$ cat src/rtl/mult_share_arbiter_if.sv
// -----------------------------------------------------------------------------
// mult_share_arbiter_if
//
// Bundles the request and response handshakes of the shared multiplier.
//
// Handshake rules (valid/ready on both sides):
//   A transfer happens only on a rising clock edge where valid and ready are
//   both high. A source that raises valid keeps its payload stable until that
//   edge, or drops valid (a request withdrawn before grant is skipped).
//   The arbiter's ready may depend combinationally on valid. The response
//   valid never depends on rsp_ready.
//
// Signals:
//   req_valid [NREQ]        per-requester request valid       (master -> slave)
//   req_a     [NREQ*WIDTH]  operand A, requester i at [i*WIDTH +: WIDTH]
//   req_b     [NREQ*WIDTH]  operand B, same packing
//   req_ready [NREQ]        one-hot grant                      (slave -> master)
//   rsp_valid               result valid                       (slave -> master)
//   rsp_id    [IDW]         requester that owns the result
//   rsp_out   [2*WIDTH]     unsigned product
//   rsp_ready               consumer accepts the result        (master -> slave)
//
// Modports:
//   master - requesters plus result consumer
//   slave  - the arbiter
// -----------------------------------------------------------------------------
interface mult_share_arbiter_if #(
    parameter int NREQ  = 4,
    parameter int WIDTH = 4,
    parameter int IDW   = 2
);
    logic [NREQ-1:0]       req_valid;
    logic [NREQ*WIDTH-1:0] req_a;
    logic [NREQ*WIDTH-1:0] req_b;
    logic [NREQ-1:0]       req_ready;
    logic                  rsp_valid;
    logic [IDW-1:0]        rsp_id;
    logic [2*WIDTH-1:0]    rsp_out;
    logic                  rsp_ready;

    modport master (
        output req_valid,
        output req_a,
        output req_b,
        input  req_ready,
        input  rsp_valid,
        input  rsp_id,
        input  rsp_out,
        output rsp_ready
    );

    modport slave (
        input  req_valid,
        input  req_a,
        input  req_b,
        output req_ready,
        output rsp_valid,
        output rsp_id,
        output rsp_out,
        input  rsp_ready
    );
endinterface

$ cat src/rtl/mult_share_arbiter.sv
// -----------------------------------------------------------------------------
// mult_share_arbiter
//
// Serialises access to one unsigned WIDTH x WIDTH multiplier among NREQ
// requesters. A round-robin arbiter grants one requester in IDLE and its
// operands are captured. The full 2*WIDTH-bit product is registered in MUL.
// The tagged result is then held on the response port in RESP until the
// consumer accepts it.
//
// Ports:
//   clk        in   sole clock, rising edge
//   rst_n      in   synchronous active-low reset
//   bus        slave modport of mult_share_arbiter_if (request/response)
//   done_count out  16-bit completed-transaction counter, wraps to 0
//   fsm_state  out  current FSM state (0 IDLE, 1 MUL, 2 RESP), for observation
//
// Timing: grant in cycle T, MUL in T+1, rsp_valid from T+2 until accepted.
// After acceptance the FSM returns to IDLE, so at most one product is issued
// every three cycles.
// -----------------------------------------------------------------------------
module mult_share_arbiter #(
    parameter int NREQ  = 4,
    parameter int WIDTH = 4,
    parameter int IDW   = 2
) (
    input  logic                clk,
    input  logic                rst_n,
    mult_share_arbiter_if.slave bus,
    output logic [15:0]         done_count,
    output logic [1:0]          fsm_state
);

    localparam int PW = 2 * WIDTH;
    // NREQ at the width of the rotated scan index, used for the modulo wrap.
    localparam logic [IDW:0] NREQ_W = (IDW + 1)'(NREQ);

    typedef enum logic [1:0] {
        IDLE = 2'd0,
        MUL  = 2'd1,
        RESP = 2'd2
    } state_t;

    state_t           state_q;
    logic [IDW-1:0]   ptr_q;
    logic [WIDTH-1:0] op_a_q;
    logic [WIDTH-1:0] op_b_q;
    logic [IDW-1:0]   id_q;
    logic [PW-1:0]    rsp_out_q;
    logic [IDW-1:0]   rsp_id_q;
    logic             rsp_valid_q;
    logic [15:0]      done_count_q;

    // Arbitration results
    logic             grant_found;
    logic [IDW-1:0]   grant_idx;
    logic [IDW:0]     cand_sum;
    logic [IDW-1:0]   cand_idx;
    logic [WIDTH-1:0] sel_a;
    logic [WIDTH-1:0] sel_b;
    logic [NREQ-1:0]  req_ready_c;
    logic [IDW-1:0]   ptr_next;

    // Round-robin scan: ptr, ptr+1, ... mod NREQ. The first valid requester
    // wins. ptr always points one past the last served requester, so the
    // last served requester has the lowest priority.
    always_comb begin
        grant_found = 1'b0;
        grant_idx   = '0;
        cand_sum    = '0;
        cand_idx    = '0;
        for (int k = 0; k < NREQ; k++) begin
            cand_sum = {1'b0, ptr_q} + (IDW + 1)'(k);
            // ptr + k < 2*NREQ, so a single subtraction is a full modulo.
            if (cand_sum >= NREQ_W) begin
                cand_sum = cand_sum - NREQ_W;
            end
            cand_idx = cand_sum[IDW-1:0];
            if (!grant_found && bus.req_valid[cand_idx]) begin
                grant_found = 1'b1;
                grant_idx   = cand_idx;
            end
        end
    end

    // Operand mux for the winning requester
    always_comb begin
        sel_a = '0;
        sel_b = '0;
        for (int i = 0; i < NREQ; i++) begin
            if (grant_idx == IDW'(i)) begin
                sel_a = bus.req_a[i*WIDTH +: WIDTH];
                sel_b = bus.req_b[i*WIDTH +: WIDTH];
            end
        end
    end

    // Grant is only offered in IDLE and never while reset is asserted.
    always_comb begin
        req_ready_c = '0;
        if (rst_n && (state_q == IDLE) && grant_found) begin
            req_ready_c[grant_idx] = 1'b1;
        end
    end

    // Pointer advances past the requester whose result was just accepted.
    assign ptr_next = (id_q == IDW'(NREQ - 1)) ? '0 : id_q + 1'b1;

    always_ff @(posedge clk) begin
        if (!rst_n) begin
            state_q      <= IDLE;
            ptr_q        <= '0;
            op_a_q       <= '0;
            op_b_q       <= '0;
            id_q         <= '0;
            rsp_out_q    <= '0;
            rsp_id_q     <= '0;
            rsp_valid_q  <= 1'b0;
            done_count_q <= '0;
        end else begin
            case (state_q)
                IDLE: begin
                    if (grant_found) begin
                        op_a_q  <= sel_a;
                        op_b_q  <= sel_b;
                        id_q    <= grant_idx;
                        state_q <= MUL;
                    end
                end
                MUL: begin
                    // Both operands widened first so the product is never truncated.
                    rsp_out_q   <= PW'(op_a_q) * PW'(op_b_q);
                    rsp_id_q    <= id_q;
                    rsp_valid_q <= 1'b1;
                    state_q     <= RESP;
                end
                RESP: begin
                    // The result registers are not written here, so they
                    // stay frozen while the consumer stalls.
                    if (bus.rsp_ready) begin
                        rsp_valid_q  <= 1'b0;
                        ptr_q        <= ptr_next;
                        done_count_q <= done_count_q + 16'd1;
                        state_q      <= IDLE;
                    end
                end
                default: begin
                    state_q     <= IDLE;
                    rsp_valid_q <= 1'b0;
                end
            endcase
        end
    end

    assign bus.req_ready = req_ready_c;
    assign bus.rsp_valid = rsp_valid_q;
    assign bus.rsp_id    = rsp_id_q;
    assign bus.rsp_out   = rsp_out_q;
    assign done_count    = done_count_q;
    assign fsm_state     = state_q;

endmodule

$ cat src/flat_wrapper.sv
// flat-port wrapper written by rule: the top's interface ports become plain ports
module mult_share_arbiter_flat 
#(
    parameter int NREQ  = 4,
    parameter int WIDTH = 4,
    parameter int IDW   = 2
)
  (clk, rst_n, done_count, fsm_state, bus_req_valid, bus_req_a, bus_req_b, bus_req_ready, bus_rsp_valid, bus_rsp_id, bus_rsp_out, bus_rsp_ready);
  mult_share_arbiter_if #(.NREQ(NREQ), .WIDTH(WIDTH), .IDW(IDW)) bus_i ();
  input  logic clk;
  input  logic rst_n;
  output logic [15:0] done_count;
  output logic [1:0] fsm_state;
  input wire logic [$bits(bus_i.req_valid)-1:0] bus_req_valid;
  input wire logic [$bits(bus_i.req_a)-1:0] bus_req_a;
  input wire logic [$bits(bus_i.req_b)-1:0] bus_req_b;
  output wire logic [$bits(bus_i.req_ready)-1:0] bus_req_ready;
  output wire logic [$bits(bus_i.rsp_valid)-1:0] bus_rsp_valid;
  output wire logic [$bits(bus_i.rsp_id)-1:0] bus_rsp_id;
  output wire logic [$bits(bus_i.rsp_out)-1:0] bus_rsp_out;
  input wire logic [$bits(bus_i.rsp_ready)-1:0] bus_rsp_ready;
  assign bus_i.req_valid = bus_req_valid;
  assign bus_i.req_a = bus_req_a;
  assign bus_i.req_b = bus_req_b;
  assign bus_req_ready = bus_i.req_ready;
  assign bus_rsp_valid = bus_i.rsp_valid;
  assign bus_rsp_id = bus_i.rsp_id;
  assign bus_rsp_out = bus_i.rsp_out;
  assign bus_i.rsp_ready = bus_rsp_ready;
  mult_share_arbiter #(.NREQ(NREQ), .WIDTH(WIDTH), .IDW(IDW)) u_core (.clk(clk), .rst_n(rst_n), .bus(bus_i), .done_count(done_count), .fsm_state(fsm_state));
endmodule
$ cat config.mk
export PLATFORM = sky130hd
export DESIGN_NAME = mult_share_arbiter_flat
export DESIGN_NICKNAME = d
export VERILOG_FILES = /design/src/rtl/mult_share_arbiter_if.sv /design/src/rtl/mult_share_arbiter.sv /design/src/flat_wrapper.sv
export SDC_FILE = /design/constraint.sdc
export NUM_CORES = 1
export LEC_CHECK = 0
export CAP_MARGIN = 10
export CORE_MARGIN = 3
export CORE_UTILIZATION = 50
export CTS_CLUSTER_SIZE = 24
export DETAILED_ROUTE_END_ITERATION = 7
export PLACE_DENSITY = 0.91
export SETUP_SLACK_MARGIN = 0.05
export SYNTH_ARGS = -nofsm -noshare
export SYNTH_HDL_FRONTEND = slang
export SYNTH_SLANG_ARGS = --single-unit
$ cat constraint.sdc
create_clock -name clk -period 6.9 [get_ports clk]
set_input_delay 1.38 -clock clk [delete_from_list [all_inputs] [get_ports clk]]
set_output_delay 1.38 -clock clk [all_outputs]
set_load 0.05 [all_outputs]
# Yosys cells after proc, flatten, opt, wreduce, memory -nomap -nowiden
# Index checks and enable logic that the tools add are counted.
# totals
input_bits,39
ff_bits,41
# op_classes
addsub,9
n_mul,1
reduce_logical,15
n_eq_ne,8
n_bitwise,1
order_cmp,10
muxes,37
# op_table
op,n
$mux W4,9
$mux W2,11
$add A16 B1 Y16 const B,1
$lt A2 B3 Y1 const B,5
$mux W1,10
$ge A3 B3 Y1 const B,3
$bmux W1 S2,4
$eq A2 B2 Y1 const B,4
$mul A4 B4 Y8,1
$reduce_and A2 Y1,4
$sub A2 B1 Y2 const B,4
$add A2 B2 Y3 const B,2
$logic_and A1 B1 Y1,6
$pmux W2 S3,1
$eq A2 B1 Y1 const B,2
$logic_not A2 Y1,2
$add A2 B1 Y3 const B,1
$ge A2 B3 Y1 const B,1
$logic_not A1 Y1,3
$pmux W1 S3,1
$add A2 B1 Y2 const B,1
$demux W1 S2,1
$ge A2 B1 Y1 const B,1
$ne A2 B1 Y1 const B,1
other kinds (2),2

# Longest topological paths before layout
# Gate-level depths: netlist of the first run.
# logic_depth
depth_word,19
ltp_mapped,10

# Worst setup path after synthesis of the first run
# No wires, ideal clock.
# synth_timing
kind,input to output
from,in bus_req_valid[0]
to,out bus_req_ready[1]
t_required_ns,5.520
arrival_time_ns,2.743
path_stages,6
setup_slack_ns,2.777
cell_sequence,nor2b_1 o21bai_1 o21ai_1 buf_2 inv_1 nor2_1
# synth_via
elab_chain_cells,17
word_cells_on_any_way,29
cone_classes,2 x order compare; 19 x mux; 8 x reduce/logical
# synth_lines
element,line_no,source
"start, declared",flat_wrapper.sv:14,input wire logic [$bits(bus_i.req_valid)-1:0] bus_req_valid;
$bmux W1 S2,mult_share_arbiter.sv:78,if (!grant_found && bus.req_valid[cand_idx]) begin
$mux W1 (not written as such),mult_share_arbiter.sv:78,
$mux W1,mult_share_arbiter.sv:78,
$logic_not A1 Y1,mult_share_arbiter.sv:78,
$logic_and A1 B1 Y1,mult_share_arbiter.sv:78,
$mux W1,mult_share_arbiter.sv:78,
$logic_not A1 Y1,mult_share_arbiter.sv:78,
$logic_and A1 B1 Y1,mult_share_arbiter.sv:78,
$mux W1,mult_share_arbiter.sv:78,
$logic_not A1 Y1,mult_share_arbiter.sv:78,
$logic_and A1 B1 Y1,mult_share_arbiter.sv:78,
$mux W2,mult_share_arbiter.sv:78,
$lt A2 B3 Y1 (not written as such) / $ge A2 B1 Y1 (equally long branches),mult_share_arbiter.sv:101,req_ready_c[grant_idx] = 1'b1;
$logic_and A1 B1 Y1 (not written as such),mult_share_arbiter.sv:101,
$mux W1 (not written as such),mult_share_arbiter.sv:101,
$demux W1 S2,-,
$mux W4 (*),mult_share_arbiter.sv:100,if (rst_n && (state_q == IDLE) && grant_found) begin
"end, declared",flat_wrapper.sv:17,output wire logic [$bits(bus_i.req_ready)-1:0] bus_req_ready;
# Mark *: on every way between the ends. The rest lies on a longest branch, timed or not. The select of a mux whose other input is x is not followed.

# Worst setup path after layout of the first run
# layout_timing
from,in bus_req_valid[1]
to,out bus_req_ready[2]
# The elaborated chain is that of the path after synthesis.

==> key figures, run 1 <==
Clock network
  – CTS Buf Count: 5
  – H-tree depth: 2
  – Clock sink count: 41
  – CTS tree: done
  – Root Driver: clkbuf_8
  – Clk_lat worst skew: 0.28 ns
  – Post-CTS Setup Inserts: 0
  – Clock buffer depth: 2
  – Hold buffer count at cts: 0
  – Clock transition at path regs: 0.07 ns
  – Post-CTS Resized: 0

Global routing
  – Gr ovfl total: 0
  – Pin count of the biggest net entering global routing: 39
  – Global-route wire length before repair: 8610 microns
  – Antenna violations before repair: 0
  – GRT Util Overall: 19.4%
  – Vias in the first global route: 2034

STA
  – Hold_ws: 0.467 ns
  – Setup-failing EPs final: 0
  – Post-route setup slack: 1.80 ns
  – Max-slew violations: 0
  – Post-Route Skew: 0.00258 ns
  – Setup total negative slack: 0 ns
  – Post-layout minimum cycle time: 5.10 ns
  – Final cycle utilization of the critical path: 73.9%
  – Fmax: 0.196 GHz
  – Max transition margin: 62.8%
  – RSZ-0062 raised after global routing: no
  – Final hold vios: 0
  – Worst-Margin Slew: 0.557 ns

Worst hold path
  – Min-Delay Path Class: flop to flop
  – Depth of the worst hold-timing path: 2

Place
  – Area after DPL: 3080 sq um
  – DP Worst Slack: 1.85 ns
  – Port buffer count: 71
  – Dpl hpwl: 4020 microns
  – Gpl congestion: 0.816
  – Placed Instances: 370

Layout
  – Area delta synth->final: 35.6%
  – Layout fillers: 341
  – Fin nets: 382
  – Leading cell type in the layout, fill and taps excluded: clkdlybuf4s50_1
  – Most frequent cells in the layout: clkdlybuf4s50_1 (71), dfxtp_1 (41), nand2_1 (35)
  – Share of post-route cells with drive strength above 1: 4.62%
  – Post-route insts no fill: 377
  – Fin area: 3170 sq um
  – ANT cells: 0

Die
  – Die Width: 74.4 microns
  – Die area: 5530 sq um
  – Die height: 74.4 microns
  – Initial Util: 52.6%
  – Ports: 72
  – Cell Rows: 24
  – Core Area: 4440 sq um

Pwr
  – Clock power share: 29.0%
  – Combinational cell fraction of total power: 21.8%
  – Internal: 0.384 mW
  – Sw frac: 27.9%
  – Sequential power share: 49.3%
  – Sw power: 0.148 mW
  – LEAKAGE: 1.31 nW
  – PD cells: 168 nW/um^2
  – Worst vdd ir: 0.0882 mV

Detailed routing
  – Drt pass-1 iters: 4
  – Routed via count: 2025
  – Initial detailed-routing violation count: 59
  – Wirelength per Cell: 13.6 microns
  – Final wirelength: 5130 microns
  – Vias/cell: 5.37
  – Routed Antenna Nets: 0
  – DRC: 0

Logic synthesis
  – Async set-or-reset flop fraction in the synthesized netlist: 0%
  – Post-Syn Area: 2340 sq um
  – Number of synthesized flops with an enable pin: 0
  – Syn avg cell area: 9.13 sq um
  – Synthesized Nets: 313
  – Synth Register Bits: 41
  – Synth area leader: dfxtp_1
  – Synth warn: 0
  – Primary FF master, synth: dfxtp_1
  – Area contributors post-synth: dfxtp_1 (35%), mux2i_1 (7.7%), ha_1 (7.5%), and2_1 (7.0%), nand2_1 (5.6%)
  – Mapped Cells: 256
  – Seq/Total Area, Yosys: 35.1%
  – Synth cell types: 44
  – Area fraction of the dominant cell type after synthesis: 35.1%

Setup path
  – Worst Setup Path Type: input port to primary output
  – CP max FO: 10
  – R2r setup slk: 4.14 ns
  – Startpoint Class: input port
  – Path depth of the worst reg2reg path: 9
  – CP endpoint kind: primary output
  – WP data required: 5.52 ns
  – Arrival time at the worst endpoint: 3.72 ns

Run
  – Max Cap Viol: 0

Status
  – Status: complete, no violations
-- sequential cells by signal (all words and copies together), names as in the netlist --
name	cells
u_core.done_count	16
u_core.bus.rsp_out	8
u_core.op_a_q	4
u_core.op_b_q	4
u_core.bus.rsp_id	2
u_core.fsm_state	2
u_core.id_q	2
u_core.ptr_q	2
u_core.bus.rsp_valid	1
-- cell type report --
cell class / count / area (sq um) / share of cell area [%]
multi-input cells: 200 / 1460 / 46.0
flip-flops and latches: 41 / 821 / 25.9
repair buffers: 73 / 726 / 22.9
clock buffers: 7 / 86.3 / 2.72
well taps: 52 / 65.1 / 2.05
inverters: 4 / 15.0 / 0.474
-- cell families after synthesis --
family,share of synthesized area (%)
AO/OA/AOI/OAI,12.6
flip-flops,35.1
multiplexers,7.70
buffers and inverters,2.73
AND/OR/NAND/NOR,25.0
adder cells (fa/ha/maj),10.9
XOR/XNOR,5.99
-- Yosys cell counts, drive strengths merged (2+ instances only) --
cell and count:
a21boi 10, a21o 3, a21oi 5, and2 26
and3 3, and4 2, buf 5, clkbuf 6
dfxtp 41, fa 4, ha 14, inv 4
mux2i 18, nand2 35, nand3 7, nand4 3
nand4b 2, nor2 8, nor2b 8, nor3 3
o211a 2, o21ai 7, o221ai 9, or3 2
xnor2 12, xor2 4
-- stage by stage --
stage,utilization [%],power (mW)
after detailed placement,69.4,0.383
after global routing,71.3,0.558
after CTS,71.3,0.535
after global placement,69.4,0.381
after floorplan,-,0.337
final,71.3,0.532
-- critical path, cell delays in order --
cell and delay, ns:
clkdlybuf4s50_1 0.54, nor4_1 0.09, nor3_2 0.26, and2_1 0.21, nand2_1 0.23, nor2_1 0.19
clkdlybuf4s50_1 0.82
-- power by group through the flow --
| stage | combinational (mW) | clock (mW) | sequential [mW] |
|---|---|---|---|
| 2_1_floorplan | 0.0590 | 0 | 0.278 |
| 3_3_place_gp | 0.113 | 0 | 0.267 |
| 3_5_place_dp | 0.116 | 0 | 0.267 |
| 4_1_cts | 0.116 | 0.157 | 0.262 |
| 5_1_grt | 0.125 | 0.168 | 0.264 |
| 6_report | 0.116 | 0.154 | 0.262 |
-- routing by layer --
metal / wire length [microns] / up-vias / track usage [%]
li1: - / 1032 / -
met1: 2170 / 938 / 22.5
met2: 2680 / 51 / 35.2
met3: 239 / 4 / 4.59
met4: 38 / 0 / 6.13
met5: 0 / - / 0
-- worst paths after layout --
check	start	to
worst max-delay path	bus_req_valid[1]	bus_req_ready[2]
worst min-delay path	u_core.bus.rsp_out[3]	u_core.bus.rsp_out[3]
worst max register to register	u_core.op_b_q[3]	u_core.bus.rsp_out[6]
worst min register to register	u_core.bus.rsp_out[3]	u_core.bus.rsp_out[3]
Power figures use the tool's default switching activity.
==> run 2, diff against run 1 <==
CORE_UTILIZATION = 42   (was 50)
PLACE_DENSITY = 0.82   (was 0.91)
clock period = 4.54 ns   (was 6.9 ns; I/O delays follow)
==> key figures, run 2 (synthesis results as in run 1) <==
Pwr
  – Clock power share: 34.6% (+5.6 points)
  – LEAKAGE: 1.33 nW (+1.7%)
  – Worst vdd ir: 0.115 mV (+30%)
  – Sw power: 0.237 mW (+60%)
  – Sw frac: 27.0% (-0.86 points)
  – Combinational cell fraction of total power: 20.0% (-1.8 points)
  – Sequential power share: 45.4% (-3.9 points)
  – Internal: 0.641 mW (+67%)
  – PD cells: 273 nW/um^2 (+63%)

Status
  – Status: complete, no violations

Global routing
  – Global-route wire length before repair: 8740 microns (+1.4%)
  – Antenna violations before repair: 0 (unchanged)
  – Gr ovfl total: 0 (unchanged)
  – GRT Util Overall: 16.8% (-2.7 points)
  – Vias in the first global route: 1986 (-2.4%)
  – Pin count of the biggest net entering global routing: 39 (unchanged)

Setup path
  – Arrival time at the worst endpoint: 2.64 ns (-1.08 ns)
  – Ordered cell list for the critical path: clkdlybuf4s50_1 > nor4_1 > nor3_2 > and2_1 > nand2b_1 > nor2_1 > buf_4
  – WP depth: 7 (unchanged)
  – CP endpoint kind: primary output
  – Delay-heaviest family, CP: simple AND/OR/NAND/NOR gates
  – CP max stage delay: 0.54 ns (-0.28 ns)
  – CP max FO: 10 (unchanged)
  – Worst Setup Path Type: input port to primary output
  – Startpoint Class: input port
  – Critical path's slowest cell: clkdlybuf4s50_1
  – Path depth of the worst reg2reg path: 9 (unchanged)
  – CP bufs+invs: 2 (unchanged)
  – WP data required: 3.63 ns (-1.89 ns)

Clock network
  – Clock sink count: 41 (unchanged)
  – Clock transition at path regs: 0.07 ns (about the same)
  – CTS tree: done
  – Root Driver: clkbuf_8
  – Post-CTS Resized: 0 (unchanged)
  – H-tree depth: 2 (unchanged)
  – Hold buffer count at cts: 0 (unchanged)
  – Clock buffer depth: 2 (unchanged)
  – Clk_lat worst skew: 0.30 ns (+0.02 ns)
  – Post-CTS Setup Inserts: 0 (unchanged)
  – CTS Buf Count: 5 (unchanged)

Place
  – Port buffer count: 71 (unchanged)
  – Dpl hpwl: 4150 microns (+3.2%)
  – Placed Instances: 388 (+4.9%)
  – Gpl congestion: 0.782 (-4.2%)
  – DP Worst Slack: 1.00 ns (-0.844 ns)

Layout
  – ANT cells: 0 (unchanged)
  – Fin nets: 382 (unchanged)
  – Final core occ: 61.3% (-10 points)
  – Share of post-route cells with drive strength above 1: 6.13% (+1.5 points)
  – Most frequent cells in the layout: clkdlybuf4s50_1 (67), dfxtp_1 (41), nand2_1 (35)
  – Post-route insts no fill: 396 (+5.0%)
  – Leading cell type in the layout, fill and taps excluded: clkdlybuf4s50_1
  – Area delta synth->final: 37.4%
  – Max FFs per register: 16 (unchanged)

STA
  – RSZ-0062 raised after global routing: no
  – Fmax: 0.282 GHz
  – Final hold vios: 0 (unchanged)
  – Setup-failing EPs final: 0 (unchanged)
  – Worst-Margin Slew: 0.535 ns (-0.0223 ns)
  – Final cycle utilization of the critical path: 78.2%
  – Post-route setup slack: 0.991 ns (-0.813 ns)
  – Post-Route Skew: 0.00585 ns (+0.00327 ns)
  – Max-slew violations: 0 (unchanged)
  – Max transition margin: 64.3% (+1.5 points)
  – Setup total negative slack: 0 ns (unchanged)
  – Post-layout minimum cycle time: 3.55 ns

Die
  – Die height: 80.6 microns (+8.4%)
  – Ports: 72 (unchanged)
  – Die area: 6500 sq um (+17%)
  – Die Width: 80.6 microns (+8.4%)
  – Initial Util: 44.6% (-8.0 points)
  – Cell Rows: 26 (+8.3%)
  – Core Area: 5240 sq um (+18%)

Worst hold path
  – Depth of the worst hold-timing path: 2 (unchanged)
  – Min-Delay Path Class: flop to flop

Detailed routing
  – Drt pass-1 iters: 4 (unchanged)
  – Routed via count: 2043 (+0.89%)
  – Wirelength per Cell: 13.2 microns (-2.8%)
  – Initial detailed-routing violation count: 80 (+36%)
  – DRC: 0 (unchanged)
  – Routed Antenna Nets: 0 (unchanged)
  – Final wirelength: 5240 microns (+2.1%)
  – Vias/cell: 5.16 (-4.0%)

Run
  – Max Cap Viol: 0 (unchanged)
[run 2: cell count changes in the layout (fill, tap and decap cells not counted), sizes merged]
cell	change
clkdlybuf4s50	-4
buf	+4
bufinv	+1
[run 2: worst reg2reg max path, delay by kind of cell (launching register included)]
family | cells | cell delay [ns]
fa+ha+maj | 3 | 1.55
compound gates | 3 | 0.45
flops | 1 | 0.41
xor+xnor | 1 | 0.15
simple gates | 1 | 0.12
buf+inv | 1 | 0.06
[run 2: per-layer routing]
layer  global-route usage, %  wire length [microns]  vias up  share of wire (%)
met2                    30.8                   2690       47                 51
met5                       0                      0        -                  0
met1                    19.8                   2260      962                 43
li1                        -                      -     1030                  -
met4                    3.55                     44        0               0.84
met3                    3.70                    242        4                4.6
[run 2: through the flow]
step	power [mW]	instance area, sq um	hold WS [ns]
2_1_floorplan	0.511	2340	0.457
3_3_place_gp	0.579	3100	0.456
3_5_place_dp	0.583	3100	0.459
4_1_cts	0.886	3210	0.472
5_1_grt	0.914	3210	0.512
6_report	0.878	3210	0.469
[run 2: cell type report]
cell class	instances	area (sq um)
well taps	70	87.6
fillers	445	2020
repair buffers	73	716
clock inverters	1	30.0
inverters	4	15.0
clock buffers	7	86.3
flip-flops and latches	41	821
multi-input cells	200	1460
[run 2: final timing paths]
| kind | startpoint | to | slack [ns] |
|---|---|---|---|
| setup reg to reg | u_core.op_a_q[0] | u_core.bus.rsp_out[6] | 1.69 |
| hold reg to reg | u_core.bus.rsp_out[3] | u_core.bus.rsp_out[3] | 0.47 |
| setup / recovery | bus_req_valid[1] | bus_req_ready[1] | 0.99 |
| hold / removal | u_core.bus.rsp_out[3] | u_core.bus.rsp_out[3] | 0.47 |
[run 2: power groups by stage]
stage	combinational [mW]	sequential, mW	clock (mW)
detailed placement	0.176	0.407	0
finish	0.176	0.399	0.304
CTS	0.177	0.399	0.310
global placement	0.172	0.407	0
floorplan	0.0897	0.422	0
global route	0.192	0.402	0.319
==> run 3, diff against run 2 <==
clock period = 3.1 ns   (was 4.54 ns; I/O delays follow)
==> key figures, run 3 (synthesis results as in run 1) <==
Status
  – Status: complete, no violations

Layout
  – Final core occ: 61.9% (+0.60 points)
  – Fin nets: 384 (+0.52%)
  – ANT cells: 0 (unchanged)
  – Most frequent cells in the layout: clkdlybuf4s50_1 (67), dfxtp_1 (41), nand2_1 (35)
  – Leading cell type in the layout, fill and taps excluded: clkdlybuf4s50_1
  – Share of post-route cells with drive strength above 1: 6.71% (+0.57 points)
  – Fin area: 3240 sq um (+0.97%)
  – Max FFs per register: 16 (unchanged)
  – Layout fillers: 465 (+4.5%)
  – Area delta synth->final: 38.7%

STA
  – Fmax: 0.355 GHz
  – Post-route setup slack: 0.280 ns (-0.711 ns)
  – Final cycle utilization of the critical path: 91.0%
  – RSZ-0062 raised after global routing: no
  – Max transition margin: 62.1% (-2.1 points)
  – Setup total negative slack: 0 ns (unchanged)
  – Setup-failing EPs final: 0 (unchanged)
  – Worst-Margin Slew: 0.567 ns (+0.0321 ns)
  – Post-layout minimum cycle time: 2.82 ns
  – Final hold vios: 0 (unchanged)
  – Max-slew violations: 0 (unchanged)
  – Post-Route Skew: 0.00476 ns (-0.00110 ns)

Clock network
  – Clock buffer depth: 2 (unchanged)
  – CTS Buf Count: 5 (unchanged)
  – Clk_lat worst skew: 0.29 ns (about the same)
  – Hold buffer count at cts: 0 (unchanged)
  – Root Driver: clkbuf_8
  – H-tree depth: 2 (unchanged)
  – Post-CTS Setup Inserts: 0 (unchanged)
  – CTS tree: done
  – Post-CTS Resized: 0 (unchanged)
  – Clock sink count: 41 (unchanged)
  – Clock transition at path regs: 0.08 ns (about the same)

Die
  – Core Area: 5240 sq um (unchanged)
  – Die height: 80.6 microns (unchanged)
  – Initial Util: 44.6% (unchanged)
  – Cell Rows: 26 (unchanged)
  – Die area: 6500 sq um (unchanged)
  – Die Width: 80.6 microns (unchanged)
  – Ports: 72 (unchanged)

Global routing
  – Vias in the first global route: 1951 (-1.8%)
  – Pin count of the biggest net entering global routing: 38 (-2.6%)
  – Global-route wire length before repair: 8470 microns (-3.1%)
  – Grt met1 use: 20.4% (+0.58 points)
  – Antenna violations before repair: 0 (unchanged)
  – Met2 Track Usage GR: 28.3% (-2.5 points)
  – Routing usage on met3: 3.92% (+0.22 points)
  – Gr ovfl total: 0 (unchanged)
  – Most Crowded Layer GR: met2
  – GRT Util Overall: 16.2% (-0.56 points)

Place
  – Dpl hpwl: 3960 microns (-4.7%)
  – Gpl congestion: 0.795 (+1.7%)
  – Port buffer count: 71 (unchanged)
  – Area after DPL: 3160 sq um (+2.1%)
  – DP Worst Slack: 0.291 ns (-0.712 ns)

Detailed routing
  – Vias/cell: 5.01 (-3.0%)
  – Initial detailed-routing violation count: 53 (-34%)
  – DRC: 0 (unchanged)
  – Final wirelength: 5090 microns (-2.8%)
  – Drt pass-1 iters: 4 (unchanged)
  – Routed Antenna Nets: 0 (unchanged)
  – Wirelength per Cell: 12.8 microns (-3.3%)
  – Routed via count: 1992 (-2.5%)

Setup path
  – Worst Setup Path Type: input port to primary output
  – CP max FO: 5 (-5)
  – Startpoint Class: input port
  – CP endpoint kind: primary output
  – WP data required: 2.48 ns (-1.15 ns)
  – CP max stage delay: 0.55 ns (about the same)
  – Arrival time at the worst endpoint: 2.20 ns (-0.44 ns)
  – Critical path's slowest cell: clkdlybuf4s50_1
  – Ordered cell list for the critical path: clkdlybuf4s50_1 > nor4_1 > nor3_2 > and2_1 > nand2b_1 > nor2_1 > buf_12

Pwr
  – Sequential power share: 49.1% (+3.7 points)
  – LEAKAGE: 1.34 nW (+0.52%)
  – Internal: 0.841 mW (+31%)
  – Clock power share: 28.3% (-6.3 points)
  – Combinational cell fraction of total power: 22.6% (+2.6 points)
  – PD cells: 365 nW/um^2 (+33%)
  – Sw frac: 28.9% (+1.9 points)
  – Worst vdd ir: 0.184 mV (+61%)
  – Sw power: 0.342 mW (+44%)

Worst hold path
  – Min-Delay Path Class: flop to flop

Run
  – Max Cap Viol: 0 (unchanged)
-- run 3: worst paths after layout --
kind	slack (ns)	cells past startpoint	endpoint	from
setup reg to reg	0.30	9	u_core.bus.rsp_out[6]	u_core.op_a_q[0]
hold reg to reg	0.48	2	u_core.bus.rsp_id[1]	u_core.bus.rsp_id[1]
setup / recovery	0.28	7	bus_req_ready[0]	bus_req_valid[1]
hold / removal	0.48	2	u_core.bus.rsp_id[1]	u_core.bus.rsp_id[1]
-- run 3: critical path: cells and delay by family --
family / cells / cell delay, ns
buffers and inverters: 2 / 0.72
AND/OR/NAND/NOR: 5 / 0.87
-- run 3: layer usage --
| metal | vias to the layer above | wire length, microns |
|---|---|---|
| li1 | 1033 | - |
| met1 | 908 | 2190 |
| met2 | 49 | 2620 |
| met3 | 2 | 257 |
| met4 | 0 | 25 |
| met5 | - | 0 |
-- run 3: layout make-up --
type                       instances  area, sq um  share of cell area, %
clock buffer                       6         72.6                   2.24
multi-input combinational        200         1460                   44.9
sequential                        41          821                   25.3
clock inverter                     2         10.0                  0.309
timing repair buffer              75          781                   24.1
inverter                           4         15.0                  0.463
tap                               70         87.6                   2.70
-- run 3: power by group through the flow --
stage	Clock [mW]	Sequential (mW)	Combinational, mW
final	0.334	0.581	0.267
after CTS	0.347	0.582	0.270
after global placement	0	0.593	0.264
after global routing	0.365	0.587	0.292
after detailed placement	0	0.594	0.268
after floorplan	0	0.618	0.131
-- run 3: stage by stage --
step           hold WS, ns  cells  power (mW)
5_1_grt              0.523    398        1.24
3_5_place_dp         0.460    390       0.862
3_3_place_gp         0.456    390       0.857
6_report             0.476    398        1.18
4_1_cts              0.476    398        1.20
2_1_floorplan        0.457    256       0.749
==> patch (settings of run 3) <==
`WIDTH` is set to 4 in 3 places; all go to 6.
--- a/src/rtl/mult_share_arbiter_if.sv
+++ b/src/rtl/mult_share_arbiter_if.sv
@@ -27,5 +27,5 @@
 interface mult_share_arbiter_if #(
     parameter int NREQ  = 4,
-    parameter int WIDTH = 4,
+    parameter int WIDTH = 6,
     parameter int IDW   = 2
 );
--- a/src/rtl/mult_share_arbiter.sv
+++ b/src/rtl/mult_share_arbiter.sv
@@ -21,5 +21,5 @@
 module mult_share_arbiter #(
     parameter int NREQ  = 4,
-    parameter int WIDTH = 4,
+    parameter int WIDTH = 6,
     parameter int IDW   = 2
 ) (
--- a/src/flat_wrapper.sv
+++ b/src/flat_wrapper.sv
@@ -3,5 +3,5 @@
 #(
     parameter int NREQ  = 4,
-    parameter int WIDTH = 4,
+    parameter int WIDTH = 6,
     parameter int IDW   = 2
 )
Ports: changed (resized bus_req_a, bus_req_b and bus_rsp_out); port bits go from 72 to 92. The function was not compared with the original's and may differ.
==> patch against run 3 <==
The flow now finishes with violations (negative setup slack); final area rose by 52%; global-route usage grew 5.1 points; register-to-register slack got worse by 0.50 ns; setup slack worse by 0.48 ns; combinational power is 130% higher; wire length up 87%; critical path depth rose by 5; count of clock-buffer cells in the layout increased by 1; sequential cell count is 8 higher; die area up 42%; first-iteration DRC count grew 64%; final cell count up 52%; power is 54% higher; synthesized area up 45%; critical endpoint is now u_core.bus.rsp_out[11]$_SDFFE_PN0P_; largest cell class unchanged; largest power group unchanged.
==> patch: results (changes against run 3) <==
outcome:
  status: "complete, but fails checks"  # was completed
  violations: "negative setup slack"
final_layout:
  final_cells: 605  # was 398
  drive_gt1_share_pct: 19.09  # was 6.707%
  final_net_count: 596  # was 384
global_routing:
  grt_pass1_vias: 3304  # was 1951
  grt_pass1_wl_um: 15310  # was 8466 um
  grt_max_degree: 34  # was 38
setup_path:
  timing.rr.end: "u_core.bus.rsp_out[11]$_SDFFE_PN0P_"  # was u_core.bus.rsp_out[6]$_SDFFE_PN0P_
  critPathSlowestCell: "fa_1"  # was clkdlybuf4s50_1
  critical_path.top_delay_family: "adder cells"  # was simple AND/OR/NAND/NOR gates
sta:
  finalWorstSetupSlack_ns: -0.1977  # was 0.2797 ns
  hold_slack_ns: 0.4630  # was 0.4761 ns
  fin_worst_skew_ns: 0.003969  # was 0.004755 ns
  setup-tns-final_ns: -0.8294  # was 0 ns
  tightestPinTransition_ns: 0.5529  # was 0.5672 ns
  setup_viol: 6  # was 0
yosys:
  synth.distinct_cells: 48  # was 44
  synthTopCellsByCount: "49 x dfxtp_1, 41 x nand2_1, 38 x nor2_1, 30 x inv_1, 27 x mux2i_1"  # was 41 x dfxtp_1, 35 x nand2_1, 26 x and2_1, 18 x mux2i_1, 14 x ha_1
  ys_top_cells_by_area: "dfxtp_1 29%, fa_1 10%, ha_1 8.1%"  # was dfxtp_1 35%, mux2i_1 7.7%, ha_1 7.5%
  yosysSeqAreaShare_pct: 28.87  # was 35.10%
routing:
  drtIter0Drc: 87  # was 53
  vias_per_cell: 5.202  # was 5.005
  wl_per_cell_um: 15.78  # was 12.79 um
clocking:
  post_cts_resized: 24  # was 0
place:
  placed_cell_area_sq_um: 4629  # was 3162 sq um
  pre_cts_ws_ns: -0.3742  # was 0.2910 ns
  place_congestion: 0.9024  # was 0.7952
pwr:
  power_leakage_nw: 2.066  # was 1.340 nW
min_path:
  hold_end: "u_core.bus.rsp_out[2]$_SDFFE_PN0P_"  # was u_core.bus.rsp_id[1]$_SDFFE_PN0P_
## patch: cell count changes after synthesis, moves of 7 or more
cell,before,now
ha_1,14,22
nor2_1,8,38
xor2_1,4,12
a21oi_1,5,21
mux2i_1,18,27
and2_1,26,19
xnor2_1,12,4
nand3_1,7,21
dfxtp_1,41,49
fa_1,4,17
inv_1,4,30
a21boi_0,8,0
## patch: layer usage
layer | routed length (um) | vias up | GRT usage, % | share of wire [%]
met5 | 0 | - | 0 | 0
li1 | - | 1542 | - | -
met2 | 4742 | 93 | 38.10 | 50
met1 | 4026 | 1499 | 25.91 | 42
met3 | 635 | 13 | 4.926 | 6.7
met4 | 143 | 0 | 4.976 | 1.5
## patch: power by group through the flow
stage	Sequential (W)	Combinational (W)	Clock [W]
floorplan	0.000776	0.000281	0
global placement	0.000728	0.000548	0
global route	0.000729	0.000670	0.000510
finish	0.000723	0.000616	0.000478
CTS	0.000718	0.000595	0.000487
detailed placement	0.000731	0.000557	0
## patch: worst reg2reg max path: stages, from the launching register on
cell,delay [ns]
dfxtp_4,0.40
nand2_2,0.06
fa_1,0.54
inv_1,0.05
fa_1,0.48
inv_1,0.05
fa_1,0.49
inv_2,0.05
ha_4,0.15
or3_1,0.30
o211ai_1,0.23
mux2_4,0.33
a21oi_2,0.12
## patch: cell families after synthesis
| logic type | after synthesis | synth area share, % |
|---|---|---|
| mux | 28 | 8.284 |
| compound gates | 56 | 11.82 |
| xor+xnor | 16 | 4.124 |
| fa+ha+maj | 39 | 18.11 |
| simple gates | 150 | 21.83 |
| buf+inv | 47 | 6.959 |
| flops | 49 | 28.87 |
## patch: layout make-up
cell class              instances  area (sq um)
clock buffers                   7         86.33
well taps                     102         127.6
inverters                      31         116.4
fillers                       661          2868
flip-flops and latches         49          1011
clock inverters                 1         30.03
repair buffers                126          1232
multi-input cells             289          2336
## patch: how the worst max path moves through the flow
stage                             startpoint  slack, ns                             endpoint  cells after the start
2_1_floorplan  u_core.op_a_q[4]$_SDFFE_PN0P_      -0.10  u_core.bus.rsp_out[11]$_SDFFE_PN0P_                     12
3_3_place_gp   u_core.op_a_q[1]$_SDFFE_PN0P_      -0.32  u_core.bus.rsp_out[10]$_SDFFE_PN0P_                     11
3_5_place_dp   u_core.op_a_q[1]$_SDFFE_PN0P_      -0.37  u_core.bus.rsp_out[10]$_SDFFE_PN0P_                     11
4_1_cts        u_core.op_a_q[1]$_SDFFE_PN0P_      -0.23  u_core.bus.rsp_out[11]$_SDFFE_PN0P_                     12
5_1_grt        u_core.op_a_q[1]$_SDFFE_PN0P_      -0.32  u_core.bus.rsp_out[11]$_SDFFE_PN0P_                     12
6_report       u_core.op_a_q[2]$_SDFFE_PN0P_      -0.20  u_core.bus.rsp_out[11]$_SDFFE_PN0P_                     12
